**src/rtl/ring_osc_counter.sv**
```systemverilog
// Rising-edge event counter clocked by a ring-oscillator output, gated by an
// enable that may be asynchronous to the oscillator and is synchronised into its domain.
module ring_osc_counter #(
    parameter int unsigned WIDTH       = 16,
    parameter int unsigned SATURATE    = 0,
    parameter int unsigned SYNC_STAGES = 2
) (
    input  logic             in,
    input  logic             reset,
    input  logic             enable,
    output logic [WIDTH-1:0] out
);

    logic             w_en_s;
    logic             w_full;
    logic             w_inc;
    logic [WIDTH-1:0] r_count;

    generate
        if (SYNC_STAGES == 0) begin : g_nosync
            assign w_en_s = enable;
        end else begin : g_sync
            // Plain flop chain; stage 0 may go metastable, later stages filter it.
            logic [SYNC_STAGES-1:0] r_sync;

            always_ff @(posedge in or negedge reset) begin
                if (!reset) begin
                    r_sync <= '0;
                end else begin
                    r_sync[0] <= enable;
                    for (int i = 1; i < int'(SYNC_STAGES); i++) begin
                        r_sync[i] <= r_sync[i-1];
                    end
                end
            end

            assign w_en_s = r_sync[SYNC_STAGES-1];
        end
    endgenerate

    assign w_full = &r_count;
    // Saturating mode simply suppresses the increment at all-ones.
    assign w_inc  = w_en_s && !((SATURATE != 0) && w_full);

    always_ff @(posedge in or negedge reset) begin
        if (!reset) begin
            r_count <= '0;
        end else if (w_inc) begin
            r_count <= r_count + WIDTH'(1);
        end
    end

    assign out = r_count;

endmodule

```
**config.mk**
```make
export PLATFORM = sky130hd
export DESIGN_NAME = ring_osc_counter
export DESIGN_NICKNAME = d
export VERILOG_FILES = /design/src/rtl/ring_osc_counter.sv
export SDC_FILE = /design/constraint.sdc
export NUM_CORES = 1
export LEC_CHECK = 0
export BUFFER_PORTS_ARGS = -buffer_cell sky130_fd_sc_hd__buf_2
export CAP_MARGIN = 30
export CORE_MARGIN = 1.5
export CORE_UTILIZATION = 40
export DETAILED_ROUTE_END_ITERATION = 7
export PLACE_DENSITY = 0.61
export SLEW_MARGIN = 20
export SYNTH_ARGS = -nofsm -noshare
export SYNTH_HDL_FRONTEND = slang
export SYNTH_SLANG_ARGS = --single-unit
```
**constraint.sdc**
```tcl
create_clock -name in -period 1.41 [get_ports in]
set_input_delay 0.141 -clock in [delete_from_list [all_inputs] [get_ports in]]
set_output_delay 0.141 -clock in [all_outputs]
set_load 0.02 [all_outputs]
```
==> results.txt <==
most common library cell in the layout ignoring fill and taps: buf_2
post-synthesis instance total: 61
final core occ: 55.1%
clock buffer count from CTS: 3
WL met3: 63 µm
vias in the first global route: 429
Non-Filler Instances: 112
Final WS setup: 117 ps
htree depth: 1
Worst slew margin: 73.2%
port bufs: 18
pre-CTS setup slack: 92.2 ps
crit path kind: reg2reg
die area: 2270 µm²
gr ovfl total: 0
layout cells sized above 1: 37.9%
antenna violations before repair: 0
Mapped Area: 798 µm²
CTS Buffer Depth: 2
ANT nets after route: 0
Worst Setup EP: out[14]$_DFFE_PN0P_
routed metal-1 wirelength: 644 µm
Hold Crit Class: in2async
hpwl dp: 947 µm
final hold violations: 0
launch point of the worst path: out[0]$_DFFE_PN0P_
Ant. Diodes: 0
Final Slew Violations: 0
CP max FO: 4
Yosys warnings: 0
Arrival @ worst endpoint: 1520 ps
Req. time, crit path: 1640 ps
DR WL met2: 594 µm
1st-pass router iterations: 4
Setup TNS: 0 ps
Tightest Pin Transition: 403 ps
Critical Path Start Type: flop
Worst R2R Setup Slack: 120 ps
drt wl/cell: 11.7 µm
Core Box Area: 1800 µm²
drt drc: 0
reg2reg path depth: 4
CTS tree: built
largest net degree at the start of global routing: 19
clk sinks: 18
latest clock arrival within the worst-skew pair: 290 ps
VDD IR max: 799 µV
Initial DRC Count: 5
root buffer cell: clkbuf_4
worst reg2reg startpoint: out[0]$_DFFE_PN0P_
routability congestion estimate from global placement: 0.710
vias after detailed routing: 543
Synth-to-Final Area Change: 24.3%
Yosys cell types: 15
fin crit share: 91.7%
Post-Syn Nets: 65
sequential fraction of the synthesis area: 56.4%
Ports: 19
CP Capture Type: flop
# rows: 15
# placed instances: 105
setup repair after global routing missed its margin: false
Worst Clk Skew: 9.81 ps
CTS clock-pin slew for the worst setup and hold paths: 100 ps
Finish-stage setup viols: 0
total track usage: 12.7%
DR top layer: met4
Avg Inst Size Synth: 13.1 µm²
Die Ht: 47.7 µm
reg2reg end: out[14]$_DFFE_PN0P_
most frequent cells in the layout: 18 x buf_2, 17 x dfrtp_1, 9 x xor2_1
drt via density: 4.85
flops & latches, synth: 18
LEAKAGE: 0.000491 µW
status: finished, final reports clean
MaxCap Viol Count: 0
global-route wire length before repair: 1880 µm
f_max: 0.773 GHz
Die Span X: 47.7 µm
DRT Wirelength: 1320 µm
Starting Density: 44.3%
final net count: 92
pwr dens: 1540 nW/µm²
Period minus WS final: 1290 ps
-- cell usage after synthesis (all sizes together) --
| cell | number | share of area (%) |
|---|---|---|
| nor2 | 2 | 0.94 |
| nand2 | 5 | 2.4 |
| xnor2 | 6 | 6.6 |
| mux2 | 1 | 1.4 |
| ha | 1 | 1.6 |
| dfrtp | 18 | 56 |
| nand3 | 2 | 1.9 |
| inv | 2 | 0.94 |
| and3 | 1 | 0.78 |
| nand4 | 6 | 8.5 |
| nor4 | 4 | 6.3 |
| nor3 | 4 | 2.5 |
| xor2 | 9 | 9.9 |
-- critical path: stages (launching register included) --
cell and delay, ps:
dfrtp_2 420, ha_1 210, nand3_2 130, nor4_2 320, xor2_1 160
-- layout make-up --
cell class                 count  area, µm²
timing repair buffer          22        125
fill                         160        810
sequential                    18        452
clock buffer                   4       36.3
multi-input combinational     41        340
inverter                       2       7.51
tap                           25       31.3
-- repair_timing --
| action | CTS | global route |
|---|---|---|
| hold buffers | 2 | 0 |
| setup buffers | 0 | 1 |
| endpoints found under the hold margin | 19 | 0 |
| resized for setup | 0 | 0 |
| endpoints found under the setup margin | 0 | 2 |
-- where the power goes --
part	switching (µW)	internal (µW)	total [µW]	leakage, µW
registers	153	615	768	0.000234
clock network	155	157	312	0.0000210
logic	253	190	443	0.000236
-- worst min path at each step --
stage / start / to / depth (start not counted)
floorplan: reset / g_sync.r_sync[0]$_DFF_PN0_ / 0
global placement: reset / out[1]$_DFFE_PN0P_ / 1
detailed placement: reset / out[1]$_DFFE_PN0P_ / 1
CTS: reset / out[2]$_DFFE_PN0P_ / 2
global route: reset / out[2]$_DFFE_PN0P_ / 2
finish: reset / out[2]$_DFFE_PN0P_ / 2
-- sequential cells by signal, summed over array words and instances (netlist names) --
name / flops
out: 16
g_sync.r_sync: 2
-- cells by family (layout without fill, tap and decap cells) --
kind of cell / Yosys count / in the layout / share of synthesized area, %
xor+xnor: 15 / 15 / 16.5
fa+ha+maj: 1 / 1 / 1.57
buf+inv: 2 / 28 / 0.941
flops: 18 / 18 / 56.4
mux: 1 / 1 / 1.41
simple gates: 24 / 24 / 23.2
-- metrics by stage --
stage | cell area [µm²] | hold WS [ps] | total power, µW
2_1_floorplan | 800 | -155 | 1060
3_3_place_gp | 928 | 92.1 | 1200
3_5_place_dp | 928 | 93.8 | 1210
4_1_cts | 985 | 290 | 1530
5_1_grt | 992 | 312 | 1630
6_report | 992 | 297 | 1520
-- per-layer routing --
layer  global-route usage [%]  vias up
met5                        0        -
met4                     4.86        0
met3                     6.79        2
met2                     16.5       14
met1                     17.9      262
li1                         -      265
Power figures use the tool's default switching activity.
